<file path="src/rtl/jtkiwi_obj_pkg.sv">
// Shared definitions for the object-table scanner: FSM states, request FIFO
// entry layout and default vertical blanking window.
package jtkiwi_obj_pkg;

    typedef enum logic [1:0] {
        CHK  = 2'd0,
        A0   = 2'd1,
        A1   = 2'd2,
        PUSH = 2'd3
    } scan_state_t;

    localparam int PAL_W  = 5;
    localparam int XPOS_W = 9;

    localparam logic [8:0] VB_START_DEF = 9'hf0;
    localparam logic [8:0] VB_END_DEF   = 9'h116;

    // Entry layout, LSB first: ysub, xpos, vflip, hflip, pal, code
    localparam int YSUB_OFF = 0;

    function automatic int xpos_off(input int hbits);
        return hbits;
    endfunction

    function automatic int vflip_off(input int hbits);
        return hbits + XPOS_W;
    endfunction

    function automatic int hflip_off(input int hbits);
        return hbits + XPOS_W + 1;
    endfunction

    function automatic int pal_off(input int hbits);
        return hbits + XPOS_W + 2;
    endfunction

    function automatic int code_off(input int hbits);
        return hbits + XPOS_W + 2 + PAL_W;
    endfunction

    function automatic int entry_w(input int cw, input int hbits);
        return cw + hbits + XPOS_W + 2 + PAL_W;
    endfunction

endpackage

</file>
<file path="src/rtl/jtkiwi_objscan_fifo.sv">
// Synchronous request FIFO with flush. Read data is combinational from the
// head slot; an entry written in one cycle is visible from the next.
module jtkiwi_objscan_fifo #(
    parameter int W  = 8,
    parameter int AW = 2
)(
    input  logic         clk,
    input  logic         rst_n,
    input  logic         flush,
    input  logic         push,
    input  logic [W-1:0] wdata,
    input  logic         pop,
    output logic [W-1:0] rdata,
    output logic         full,
    output logic         empty
);

    logic [W-1:0] mem [0:(2**AW)-1];
    logic [AW:0]  wr_ptr;
    logic [AW:0]  rd_ptr;
    logic         do_push;
    logic         do_pop;

    assign empty   = (wr_ptr == rd_ptr);
    assign full    = (wr_ptr[AW] != rd_ptr[AW]) && (wr_ptr[AW-1:0] == rd_ptr[AW-1:0]);
    assign do_pop  = pop & ~empty;
    // A pop in the same cycle frees the slot, so a full FIFO still takes a push
    assign do_push = push & (~full | do_pop);
    assign rdata   = mem[rd_ptr[AW-1:0]];

    always_ff @(posedge clk or negedge rst_n) begin
        if (!rst_n) begin
            wr_ptr <= '0;
            rd_ptr <= '0;
        end else if (flush) begin
            wr_ptr <= '0;
            rd_ptr <= '0;
        end else begin
            if (do_push) wr_ptr <= wr_ptr + 1'b1;
            if (do_pop)  rd_ptr <= rd_ptr + 1'b1;
        end
    end

    always_ff @(posedge clk) begin
        if (do_push && !flush) mem[wr_ptr[AW-1:0]] <= wdata;
    end

endmodule

</file>
<file path="src/rtl/jtkiwi_objscan.sv">
// Object-table scanner: selects objects crossing the next line and queues them
// for the draw engine. Optional per-line limit: JTKIWI_OBJSCAN_LIMIT_EN.
module jtkiwi_objscan
    import jtkiwi_obj_pkg::*;
#(
    parameter int         OBJW     = 9,
    parameter int         HBITS    = 4,
    parameter int         CW       = 13,
    parameter int         FAW      = 2,
    parameter logic [8:0] VB_START = VB_START_DEF,
    parameter logic [8:0] VB_END   = VB_END_DEF,
    parameter int         MAXOBJ   = 32
)(
    input  logic            clk,
    input  logic            rst_n,
    input  logic            lut_cen,
    input  logic            hs,
    input  logic            flip,
    input  logic            page,
    input  logic [8:0]      vdump,
    output logic [OBJW+2:0] lut_addr,
    input  logic [15:0]     lut_data,
    output logic [OBJW-1:0] y_addr,
    input  logic [7:0]      y_data,
    output logic            dr_draw,
    input  logic            dr_busy,
    output logic [CW-1:0]   dr_code,
    output logic [4:0]      dr_pal,
    output logic            dr_hflip,
    output logic            dr_vflip,
    output logic [8:0]      dr_xpos,
    output logic [HBITS-1:0] dr_ysub,
    output logic            done,
    output logic            ovf
);

    localparam int EW = entry_w(CW, HBITS);
    localparam int XO = xpos_off(HBITS);
    localparam int VO = vflip_off(HBITS);
    localparam int HO = hflip_off(HBITS);
    localparam int PO = pal_off(HBITS);
    localparam int CO = code_off(HBITS);

    scan_state_t     state, state_nx;
    logic [OBJW-1:0] objcnt;
    logic [8:0]      vf;
    logic [8:0]      ydiff;
    logic            match;
    logic            restart;
    logic            step;
    logic            half;
    logic            cnt_dec, push, lat_chk, lat_a0, lat_a1;
    logic            limit_hit;
    logic            done_set;

    logic [HBITS-1:0] ysub;
    logic [15:0]      code;
    logic [4:0]       pal;
    logic [8:0]       xpos;
    logic             hflip, vflip;

    logic [EW-1:0]   wdata, rdata;
    logic            fifo_full, fifo_empty;
    logic            draw_go;
    logic            unused_bits;

    assign vf      = {9{flip}} ^ (vdump - 9'd1);
    assign ydiff   = {1'b0, vf[7:0]} - {1'b0, y_data};
    assign match   = (ydiff[8:HBITS] == '0);
    assign restart = hs | ((vdump > VB_START) && (vdump < VB_END));
    assign step    = lut_cen & ~done;
    assign half    = (state == A0) || (state == A1);

    assign lut_addr = {page, 1'b0, ~half, objcnt};
    assign y_addr   = objcnt;

    always_comb begin
        state_nx = state;
        cnt_dec  = 1'b0;
        push     = 1'b0;
        lat_chk  = 1'b0;
        lat_a0   = 1'b0;
        lat_a1   = 1'b0;
        if (restart) begin
            state_nx = CHK;
        end else if (step) begin
            case (state)
                CHK: begin
                    lat_chk = 1'b1;
                    if (match) state_nx = A0;
                    else       cnt_dec  = 1'b1;
                end
                A0: begin
                    lat_a0   = 1'b1;
                    state_nx = A1;
                end
                A1: begin
                    lat_a1   = 1'b1;
                    state_nx = PUSH;
                end
                PUSH: begin
                    if (!fifo_full) begin
                        push     = 1'b1;
                        cnt_dec  = 1'b1;
                        state_nx = CHK;
                    end
                end
                default: state_nx = CHK;
            endcase
        end
    end

    // The down-counter wrapping past zero marks the end of the table walk
    assign done_set = (cnt_dec && (objcnt == '0)) || limit_hit;

    always_ff @(posedge clk or negedge rst_n) begin
        if (!rst_n) begin
            state  <= CHK;
            objcnt <= '1;
            done   <= 1'b0;
        end else begin
            state <= state_nx;
            if (restart) begin
                objcnt <= '1;
                done   <= 1'b0;
            end else begin
                if (cnt_dec)  objcnt <= objcnt - 1'b1;
                if (done_set) done   <= 1'b1;
            end
        end
    end

    always_ff @(posedge clk) begin
        if (lat_chk) ysub <= ydiff[HBITS-1:0];
        if (lat_a0)  {pal, code[15:14], xpos} <= lut_data;
        if (lat_a1)  {hflip, vflip, code[13:0]} <= lut_data;
    end

    assign wdata = {code[CW-1:0], pal, hflip, vflip, xpos, ysub};

    jtkiwi_objscan_fifo #(
        .W  (EW),
        .AW (FAW)
    ) u_fifo (
        .clk   (clk),
        .rst_n (rst_n),
        .flush (restart),
        .push  (push),
        .wdata (wdata),
        .pop   (draw_go),
        .rdata (rdata),
        .full  (fifo_full),
        .empty (fifo_empty)
    );

    // Skipping a cycle after each pulse gives the drawer time to raise busy
    assign draw_go = ~fifo_empty & ~dr_busy & ~dr_draw & ~restart;

    always_ff @(posedge clk or negedge rst_n) begin
        if (!rst_n) begin
            dr_draw  <= 1'b0;
            dr_code  <= '0;
            dr_pal   <= '0;
            dr_hflip <= 1'b0;
            dr_vflip <= 1'b0;
            dr_xpos  <= '0;
            dr_ysub  <= '0;
        end else begin
            dr_draw <= draw_go;
            if (draw_go) begin
                dr_code  <= rdata[CO +: CW];
                dr_pal   <= rdata[PO +: PAL_W];
                dr_hflip <= rdata[HO];
                dr_vflip <= rdata[VO];
                dr_xpos  <= rdata[XO +: XPOS_W];
                dr_ysub  <= rdata[YSUB_OFF +: HBITS];
            end
        end
    end

`ifdef JTKIWI_OBJSCAN_LIMIT_EN
    localparam int LCW = $clog2(MAXOBJ + 1);

    logic [LCW-1:0] line_cnt;
    logic           ovf_q;

    assign limit_hit = push && (line_cnt == LCW'(MAXOBJ - 1));
    assign ovf       = ovf_q;

    always_ff @(posedge clk or negedge rst_n) begin
        if (!rst_n) begin
            line_cnt <= '0;
            ovf_q    <= 1'b0;
        end else if (restart) begin
            line_cnt <= '0;
            ovf_q    <= 1'b0;
        end else if (push) begin
            line_cnt <= line_cnt + 1'b1;
            if (limit_hit) ovf_q <= 1'b1;
        end
    end
`else
    logic [31:0] unused_maxobj;

    assign limit_hit     = 1'b0;
    assign ovf           = 1'b0;
    assign unused_maxobj = MAXOBJ;
`endif

    assign unused_bits = ^{vf[8], code};

endmodule

</file>
<file path="config.mk">
export PLATFORM = sky130hd
export DESIGN_NAME = jtkiwi_objscan
export DESIGN_NICKNAME = d
export VERILOG_FILES = /design/src/rtl/jtkiwi_obj_pkg.sv /design/src/rtl/jtkiwi_objscan_fifo.sv /design/src/rtl/jtkiwi_objscan.sv
export SDC_FILE = /design/constraint.sdc
export NUM_CORES = 1
export LEC_CHECK = 0
export CAP_MARGIN = 40
export CORE_ASPECT_RATIO = 1.4
export CORE_MARGIN = 8
export CORE_UTILIZATION = 45
export DETAILED_ROUTE_END_ITERATION = 10
export PLACE_DENSITY = 0.65
export SYNTH_ARGS = -nofsm -noshare
export SYNTH_HDL_FRONTEND = slang
export SYNTH_HIERARCHICAL = 1
export SYNTH_SLANG_ARGS = --single-unit
</file>
<file path="constraint.sdc">
create_clock -name clk -period 3.1 [get_ports clk]
set_clock_uncertainty 0.1 [all_clocks]
set_input_delay 0.31 -clock clk [delete_from_list [all_inputs] [get_ports clk]]
set_output_delay 0.31 -clock clk [all_outputs]
set_load 0.01 [all_outputs]
</file>
==> results of run 1 <==
-- power by group --
part	leakage [uW]	switching, uW	internal (uW)	total [uW]
Combinational	0.00178	256	307	563
Clock	0.000310	1010	1360	2370
Sequential	0.00216	33.1	3170	3200
Total	0.00425	1300	4830	6130
-- repair_timing --
action / 4_1_cts / 5_1_grt
setup endpoints to repair: 9 / 12
resized for setup: 9 / 8
pin swaps: 5 / 11
setup buffers: 3 / 2
hold endpoints to repair: 52 / 0
hold buffers: 1 / 0
-- path summary, 6_finish.rpt --
| check | cells after the start | slack (ns) | from | endpoint |
|---|---|---|---|---|
| worst max register to register | 9 | 0.38 | u_fifo/wr_ptr[0]$_DFFE_PN0P_ | u_fifo/mem[3][11]$_DFFE_PP_ |
| max in group asynchronous | 3 | 2.19 | rst_n | u_fifo/rd_ptr[0]$_DFFE_PN0P_ |
| worst min register to register | 2 | 0.37 | dr_xpos[3]$_DFFE_PN0P_ | dr_xpos[3]$_DFFE_PN0P_ |
| worst min-delay path | 2 | 0.15 | rst_n | done$_DFFE_PN0P_ |
| min in group clk | 1 | 0.29 | lut_data[10] | code[10]$_DFFE_PP_ |
| worst max-delay path | 12 | 0.18 | flip | y_addr[6]$_DFFE_PN1P_ |
-- layout by cell type (no fill, tap or decap), types with 3 or more instances in the layout --
cell type,instances
nand2b_1,6
clkinv_2,4
a31oi_1,5
and2_2,4
nor3_1,5
clkinv_1,3
ha_1,19
clkdlybuf4s50_1,88
nand4_1,3
edfxtp_1,165
dfstp_2,9
nand3_1,3
dfrtp_1,41
xor2_1,4
and2_1,5
o21a_1,4
buf_12,10
xnor2_1,13
o21ai_0,4
nor3_2,3
a21o_1,3
dlymetal6s2s_1,3
mux4_2,33
a21oi_1,4
mux2i_1,4
buf_4,45
clkbuf_1,4
nor2b_1,5
nor2_1,15
clkbuf_16,21
inv_1,26
nand2_1,108
-- per-layer routing --
metal / up-vias / global-route usage, % / part of all wire [%]
met5: - / 0 / 0
met4: 0 / 4.41 / 1.7
met3: 25 / 2.40 / 4.6
met2: 125 / 27.6 / 55
met1: 2559 / 16.6 / 39
li1: 2381 / - / -
-- per-stage QoR --
step | hold WS (ns) | instances | total power [uW]
after floorplan | -0.0856 | 577 | 3510
after global placement | 0.357 | 940 | 3750
after detailed placement | 0.122 | 941 | 3770
after CTS | 0.145 | 982 | 6180
after global routing | 0.166 | 984 | 6350
final | 0.151 | 984 | 6130
-- state kept, by name (all words and copies together) (netlist names), 2 cells and up --
| register | count |
|---|---|
| dr_pal | 5 |
| code | 13 |
| dr_xpos | 9 |
| pal | 5 |
| u_fifo/wr_ptr | 3 |
| dr_ysub | 4 |
| state | 2 |
| dr_code | 13 |
| y_addr | 9 |
| ysub | 4 |
| xpos | 9 |
| u_fifo/mem | 132 |
| u_fifo/rd_ptr | 3 |
-- cell families (layout without fill, tap and decap cells) --
logic type	Yosys count	after routing	share of synthesized area (%)
flops	217	217	68.9
fa+ha+maj	21	21	2.97
simple gates	178	178	9.46
compound gates	40	40	3.59
buf+inv	58	213	3.51
other cells	1	2	0.0412
xor+xnor	21	21	2.52
mux	40	40	9.02
-- worst max-delay path: stages --
cell and delay, ns:
clkdlybuf4s50_1 0.48, buf_4 0.19, xnor2_2 0.17, ha_1 0.26
nor2b_4 0.13, o31a_1 0.35, nor4b_4 0.35, nor4_4 0.08
buf_4 0.17, a2111oi_4 0.45, and3_1 0.23, o21ai_1 0.07
-- cell type report --
class | count | area, um^2
fillers | 1546 | 8410
flip-flops and latches | 217 | 6270
multi-input cells | 302 | 2630
repair buffers | 148 | 1470
clock buffers | 26 | 554
well taps | 252 | 315
inverters | 28 | 108
clock inverters | 11 | 85.1
-- synth_stat cells (all sizes together), types with 2 or more instances --
library cell / count
xnor2: 16
dfrtp: 43
or4: 2
nand2b: 6
a21oi: 6
edfxtp: 165
or3: 3
inv: 28
mux2: 3
a21o: 3
buf: 27
o21ai: 8
nand3b: 2
mux4: 33
mux2i: 4
and3: 2
o21a: 4
nor4: 2
nand4: 3
ha: 20
a41oi: 3
nor2b: 7
and2: 9
a31oi: 6
a211oi: 3
xor2: 5
nor2: 15
nand2: 109
nor3: 9
dfstp: 9
clkbuf: 3
a221oi: 2
nand3: 3
==> flow_metrics.env, run 1 <==
export IMPL_antenna_found_initial=0
export IMPL_post_route_util_pct=57.6
export IMPL_fp_dieH_um=184
export IMPL_ctsRootBufferMaster="clkbuf_16"
export IMPL_yosysSeqAreaShare_pct=68.9
export IMPL_dp_hpwl_um=11900
export IMPL_drc=0
export IMPL_cts_max_path_buffers=3
export IMPL_rsz0062_at_grt="false"
export IMPL_syn_cell_area_um2=9100
export IMPL_syn_instance_count=576
export IMPL_gr_total_overflow=0
export IMPL_arrival_ns=3.23
export IMPL_tightest_slew_ns=0.730
export IMPL_vias=5090
export IMPL_drtIter0Drc=298
export IMPL_path_clk_slew_ns=0.06
export IMPL_dieWidth_um=136
export IMPL_path_class="input pin to flip-flop"
export IMPL_netlist_area_leader_share_pct=54.5
export IMPL_synthFlopType="edfxtp_1"
export IMPL_worstSkewPairLatency_ns=0.48
export IMPL_io_buffers=92
export IMPL_yosys_warnings=6
export IMPL_fin_area_um2=11400
export IMPL_timing_final_crit_share_pct=94.3
export IMPL_grt_pass1_wl_um=29000
export IMPL_ant_nets=0
export IMPL_gr_usage_all_layers_pct=14.7
export IMPL_diodes=0
export IMPL_clock_sinks=217
export IMPL_start_util_pct=45.8
export IMPL_period_minus_slack_ns=2.92
export IMPL_coreArea_um2=19800
export IMPL_async_flop_share_pct=24.0
export IMPL_dpl_cell_area_um2=10600
export IMPL_wl_um=18100
export IMPL_synth_edff_count=165
export IMPL_worst_setup_path_end_kind="flip-flop"
export IMPL_synth_distinct_cells=64
export IMPL_setup_viol_count_final=0
export IMPL_worst_slack_ns=0.176
export IMPL_hold_path_class="input pin to asynchronous set/reset pin"
export IMPL_drv_slew=0
export IMPL_grt_max_degree=37
export IMPL_routabilityCongestion=0.765
export IMPL_place_ws_ns=-0.616
export IMPL_grt_pass1_vias=5603
export IMPL_leakagePower_uw=0.00425
export IMPL_cts_tree="done"
export IMPL_cts_made_buffers=21
export IMPL_relSlewSlack_pct=51.4
export IMPL_rows=61
export IMPL_drv_cap=0
export IMPL_io_pins=97
export IMPL_path_max_fanout=5
export IMPL_dieArea_um2=25100
export IMPL_cp_required_ns=3.41
export IMPL_dr_pass1_iters=6
export IMPL_synth_largest_area_cell="edfxtp_1"
export IMPL_fmax_mhz=342
export IMPL_start_kind="input pin"
export IMPL_tns_ns=0
export IMPL_wl_per_cell_um=18.4
export IMPL_p_per_area_nw_per_um2=536
export IMPL_finalNetCount=779
export IMPL_avgSynthCellArea_um2=15.8
export IMPL_layout_drive_gt1_share_pct=22.7
export IMPL_h_tree_depth=1
export IMPL_ys_ff_latch=217
export IMPL_finalHoldViolations=0
export IMPL_status="complete, no violations"
export IMPL_viasPerCell=5.17
export IMPL_synthToLayoutAreaGrowth_pct=25.7
export IMPL_synthTopCellsByArea="edfxtp_1 (54%), dfrtp_1 (12%), mux4_2 (8.2%)"
export IMPL_irDropWorstVdd_mv=0.329
(Power assumes the default switching activity.)
==> run 2, diff against run 1 <==
--- a/config.mk
+++ b/config.mk
@@ -7,7 +7,6 @@
 export LEC_CHECK = 0
 export CAP_MARGIN = 40
 export CORE_ASPECT_RATIO = 1.4
-export CORE_MARGIN = 8
 export CORE_UTILIZATION = 45
 export DETAILED_ROUTE_END_ITERATION = 10
 export PLACE_DENSITY = 0.65
==> run 2 against run 1 <==
  * Cell count fell by 0.81%
  * Die area fell by 17%
  * Sequential share of layout area is 0.24 points higher
  * Clock-buffer cell count is the same
  * Worst hold slack worse by 0.051 ns
  * Via count is 0.33% lower
  * Global-route usage up 3.0 points
  * First-iteration DRC count down 10%
  * Sequential cell count unchanged
  * Non-clock buffer count shrank 8
  * Critical path depth up 2
  * Largest cell class unchanged
==> flow_metrics.env, run 2 (synthesized netlist as in run 1, its figures left out) <==
export IMPL_status="complete, no violations"
export IMPL_cts_max_path_buffers=3
export IMPL_n_fill_cell=1523
export IMPL_worstSkewPairLatency_ns=0.49
export IMPL_dr_pass1_iters=4
export IMPL_tns_ns=0
export IMPL_worst_r2r_cell_count=8
export IMPL_diodes=0
export IMPL_dieArea_um2=20800
export IMPL_drv_cap=0
export IMPL_wl_um=17400
export IMPL_drv_slew=0
export IMPL_seqPwrFrac_pct=52.3
export IMPL_drtIter0Drc=268
export IMPL_io_pins=97
export IMPL_final_common_cell="edfxtp_1"
export IMPL_hold_path_class="input pin to asynchronous set/reset pin"
export IMPL_post_route_util_pct=57.4
export IMPL_irDropWorstVdd_mv=0.370
export IMPL_worst_setup_path_end_kind="flip-flop"
export IMPL_vias=5073
export IMPL_timing_final_crit_share_pct=98.4
export IMPL_io_buffers=92
export IMPL_period_minus_slack_ns=3.05
export IMPL_largest_register_ffs=132
export IMPL_ctsRootBufferMaster="clkbuf_16"
export IMPL_start_kind="input pin"
export IMPL_leakagePower_uw=0.00420
export IMPL_dp_hpwl_um=11100
export IMPL_rows=61
export IMPL_r2r_start="u_fifo/wr_ptr[0]$_DFFE_PN0P_"
export IMPL_coreArea_um2=19800
export IMPL_gr_total_overflow=0
export IMPL_drc=0
export IMPL_p_per_area_nw_per_um2=537
export IMPL_combPwrFrac_pct=9.0
export IMPL_path_clk_slew_ns=0.07
export IMPL_layoutNonFillerInstCount=976
export IMPL_clock_sinks=217
export IMPL_path_max_fanout=5
export IMPL_arrival_ns=3.35
export IMPL_fmax_mhz=328
export IMPL_finalHoldViolations=0
export IMPL_rsz0062_at_grt="true"
export IMPL_power_share_switching_pct=21.3
export IMPL_multi_input_area_um2=2650
export IMPL_power_uw=6120
export IMPL_layout_drive_gt1_share_pct=22.0
export IMPL_routabilityCongestion=0.777
export IMPL_fp_dieH_um=170
export IMPL_grt_pass1_vias=5469
export IMPL_regArea_um2=6270
export IMPL_path_class="input pin to flip-flop"
export IMPL_hold_slack_ns=0.0995
export IMPL_grt_pass1_wl_um=27900
export IMPL_start_util_pct=45.8
export IMPL_dieWidth_um=122
export IMPL_gr_usage_all_layers_pct=17.7
export IMPL_reg2reg_setup_slack_ns=0.29
export IMPL_dpl_cell_count=938
export IMPL_relSlewSlack_pct=35.1
export IMPL_clockPowerShare_pct=38.7
export IMPL_p_int_uw=4810
export IMPL_tightest_slew_ns=0.964
export IMPL_ant_nets=0
export IMPL_r2r_end="y_addr[4]$_DFFE_PN1P_"
export IMPL_finalNetCount=771
export IMPL_cts_made_buffers=20
export IMPL_h_tree_depth=1
export IMPL_final_cell_mix="edfxtp_1 (165), nand2_1 (108), clkdlybuf4s50_1 (89)"
export IMPL_cts_tree="done"
export IMPL_setup_viol_count_final=0
export IMPL_grt_max_degree=37
export IMPL_synthToLayoutAreaGrowth_pct=25.2
export IMPL_viasPerCell=5.20
export IMPL_switching_power_uw=1300
export IMPL_cp_required_ns=3.40
export IMPL_antenna_found_initial=0
export IMPL_wl_per_cell_um=17.9
## run 2: worst max-delay path: stages
cell,delay [ns]
clkdlybuf4s50_1,0.42
or3_4,0.34
or3_4,0.36
nor3_2,0.13
xnor2_1,0.09
ha_1,0.33
nor2b_4,0.16
a221oi_2,0.07
o22ai_2,0.22
nor4_4,0.05
buf_6,0.15
a2111oi_4,0.38
a211oi_1,0.13
a31oi_1,0.20
## run 2: worst max path at each step
stage,start,to,slack [ns],cells past startpoint
floorplan,vdump[1],state[0]$_DFFE_PN0P_,0.0006,11
global placement,vdump[1],state[0]$_DFFE_PN0P_,-0.45,13
detailed placement,vdump[1],y_addr[4]$_DFFE_PN1P_,-0.58,13
CTS,vdump[1],y_addr[4]$_DFFE_PN1P_,0.001,14
global route,vdump[2],y_addr[4]$_DFFE_PN1P_,-0.16,14
finish,vdump[2],y_addr[4]$_DFFE_PN1P_,0.05,14
## run 2: metal layers
metal	global-route usage, %	vias to the layer above	wire length, um
li1	-	2361	-
met1	21.4	2567	7110
met2	32.3	127	9470
met3	2.25	18	610
met4	5.62	0	236
met5	0	-	0
## run 2: what timing repair did
item | in CTS | in global routing
setup buffers | 1 | 0
endpoints found under the setup margin | 5 | 74
resized for setup | 5 | 13
gates cloned | 0 | 1
pin swaps | 2 | 9
hold buffers | 1 | 0
hold endpoints to repair | 24 | 0
## run 2: layout make-up
class / instances / share of cell area, %
Sequential cell: 217 / 55.1
Multi-Input combinational cell: 303 / 23.2
Timing Repair Buffer: 140 / 12.4
Clock buffer: 26 / 4.87
Tap cell: 252 / 2.77
Inverter: 28 / 0.945
Clock inverter: 10 / 0.670
## run 2: stage by stage
step / area [um^2] / setup slack (ns)
after global placement: 10600 / -0.449
after global routing: 11400 / -0.156
final: 11400 / 0.0509
after detailed placement: 10600 / -0.583
after floorplan: 9130 / 0.000642
after CTS: 11300 / 0.00106
## run 2: power by group through the flow
stage	Clock (uW)	Combinational [uW]	Sequential (uW)
2_1_floorplan	0	231	3280
3_3_place_gp	0	481	3260
3_5_place_dp	0	497	3260
4_1_cts	2420	528	3200
5_1_grt	2530	600	3200
6_report	2370	550	3200
==> run 3, diff against run 2 <==
--- a/config.mk
+++ b/config.mk
@@ -7,6 +7,7 @@
 export LEC_CHECK = 0
 export CAP_MARGIN = 40
 export CORE_ASPECT_RATIO = 1.4
+export CORE_MARGIN = 5
 export CORE_UTILIZATION = 45
 export DETAILED_ROUTE_END_ITERATION = 10
 export PLACE_DENSITY = 0.65
==> run 3 against run 2 <==
  * Worst setup slack better by 0.096 ns
  * Maximum frequency is 3.3% higher
  * Total power is 3.3% higher
  * Critical path depth stayed put
  * Cell count is 0.51% higher
  * Global-route usage is 1.5 points lower
  * Sequential power hardly changed
  * Utilization is 0.10 points higher
  * Highest routed layer is now met5
==> flow_metrics.env, run 3 (synthesized netlist as in run 1, its figures left out) <==
export IMPL_dieArea_um2=23200
export IMPL_n_fill_cell=1496
export IMPL_reg2reg_setup_slack_ns=0.33
export IMPL_drv_slew=0
export IMPL_hold_slack_ns=0.156
export IMPL_grt_pass1_vias=5661
export IMPL_cts_max_path_buffers=3
export IMPL_worstSkewPairLatency_ns=0.48
export IMPL_drv_cap=0
export IMPL_synthToLayoutAreaGrowth_pct=25.9
export IMPL_place_ws_ns=-0.629
export IMPL_tns_ns=0
export IMPL_hold_path_class="input pin to asynchronous set/reset pin"
export IMPL_path_clk_slew_ns=0.06
export IMPL_setup_viol_count_final=0
export IMPL_io_pins=97
export IMPL_drtIter0Drc=258
export IMPL_relSlewSlack_pct=52.8
export IMPL_layout_drive_gt1_share_pct=23.0
export IMPL_coreArea_um2=19900
export IMPL_dp_hpwl_um=11600
export IMPL_rows=61
export IMPL_leakagePower_uw=0.00426
export IMPL_io_buffers=92
export IMPL_ctsRootBufferMaster="clkbuf_16"
export IMPL_tightest_slew_ns=0.707
export IMPL_finalNetCount=776
export IMPL_fmax_mhz=339
export IMPL_final_cell_mix="edfxtp_1 (165), nand2_1 (108), clkdlybuf4s50_1 (88)"
export IMPL_power_uw=6320
export IMPL_period_minus_slack_ns=2.95
export IMPL_fp_dieH_um=178
export IMPL_worst_slack_ns=0.147
export IMPL_irDropWorstVdd_mv=0.332
export IMPL_timing_final_crit_share_pct=95.3
export IMPL_r2r_end="u_fifo/mem[3][12]$_DFFE_PP_"
export IMPL_start_util_pct=45.7
export IMPL_cp_required_ns=3.40
export IMPL_worst_r2r_cell_count=8
export IMPL_gr_usage_all_layers_pct=16.1
export IMPL_viasPerCell=5.22
export IMPL_start_kind="input pin"
export IMPL_largest_register_ffs=132
export IMPL_final_common_cell="edfxtp_1"
export IMPL_cts_made_buffers=21
export IMPL_grt_max_degree=37
export IMPL_path_max_fanout=5
export IMPL_status="complete, no violations"
export IMPL_finalHoldViolations=0
export IMPL_ant_nets=0
export IMPL_drc=0
export IMPL_wl_per_cell_um=18.5
export IMPL_clock_sinks=217
export IMPL_p_per_area_nw_per_um2=552
export IMPL_worst_setup_path_end_kind="flip-flop"
export IMPL_dieWidth_um=130
export IMPL_arrival_ns=3.25
export IMPL_path_class="input pin to flip-flop"
export IMPL_r2r_start="u_fifo/rd_ptr[2]$_DFFE_PN0P_"
export IMPL_dr_pass1_iters=4
export IMPL_vias=5116
export IMPL_antenna_found_initial=1
export IMPL_routabilityCongestion=0.827
export IMPL_gr_total_overflow=0
export IMPL_cts_tree="done"
export IMPL_wl_um=18200
export IMPL_diodes=0
export IMPL_h_tree_depth=1
export IMPL_grt_pass1_wl_um=29300
[run 3: timing repair]
item / in CTS / in global routing
hold buffers: 1 / 0
endpoints found under the hold margin: 33 / 0
pin swaps: 5 / 12
setup buffers: 1 / 3
gates resized for setup: 5 / 15
gates cloned: 0 / 0
endpoints found under the setup margin: 5 / 14
[run 3: routing by layer]
layer	GRT usage [%]	routed length [um]
met5	0	12
met4	3.86	269
met3	3.45	1110
met2	29.7	9850
met1	19.1	6930
[run 3: worst max-delay path by stage]
stage / end / slack (ns) / start / cells past startpoint
4_1_cts: y_addr[4]$_DFFE_PN1P_ / 0.0008 / vdump[0] / 14
2_1_floorplan: state[0]$_DFFE_PN0P_ / 0.0006 / vdump[1] / 11
5_1_grt: y_addr[4]$_DFFE_PN1P_ / -0.007 / flip / 13
6_report: y_addr[4]$_DFFE_PN1P_ / 0.15 / vdump[2] / 14
3_5_place_dp: state[0]$_DFFE_PN0P_ / -0.63 / vdump[0] / 14
3_3_place_gp: state[0]$_DFFE_PN0P_ / -0.50 / vdump[1] / 13
[run 3: metrics by stage]
stage / utilization (%) / instances / cell area (um^2)
after floorplan: - / 577 / 9130
after global placement: 53.2 / 939 / 10600
after detailed placement: 53.3 / 940 / 10600
after CTS: 57.0 / 979 / 11400
after global routing: 57.5 / 981 / 11400
final: 57.5 / 981 / 11400
[run 3: critical path: stages]
cell and delay (ns):
dlymetal6s2s_1 0.13, or3_4 0.39, or3_4 0.36, buf_4 0.15, xnor2_2 0.21, ha_4 0.25
o21ai_2 0.16, nand2b_1 0.10, a21oi_2 0.22, nor4_4 0.06, buf_4 0.17, a2111oi_4 0.42
a211oi_1 0.12, a31oi_1 0.19
[run 3: report_power, final]
| part | switching [uW] | total [uW] | internal (uW) | leakage [uW] |
|---|---|---|---|---|
| Combinational | 255 | 551 | 296 | 0.00176 |
| Clock | 1020 | 2560 | 1540 | 0.000338 |
| Sequential | 34.8 | 3200 | 3170 | 0.00216 |
| Total | 1310 | 6320 | 5010 | 0.00426 |
[run 3: layout make-up]
| cell class | instances | area (um^2) | share of cell area [%] |
|---|---|---|---|
| Sequential cell | 217 | 6270 | 54.8 |
| Clock buffer | 26 | 564 | 4.93 |
| Clock inverter | 11 | 133 | 1.16 |
| Tap cell | 252 | 315 | 2.75 |
| Timing Repair Buffer | 145 | 1420 | 12.4 |
| Multi-Input combinational cell | 302 | 2640 | 23.0 |
| Inverter | 28 | 108 | 0.940 |
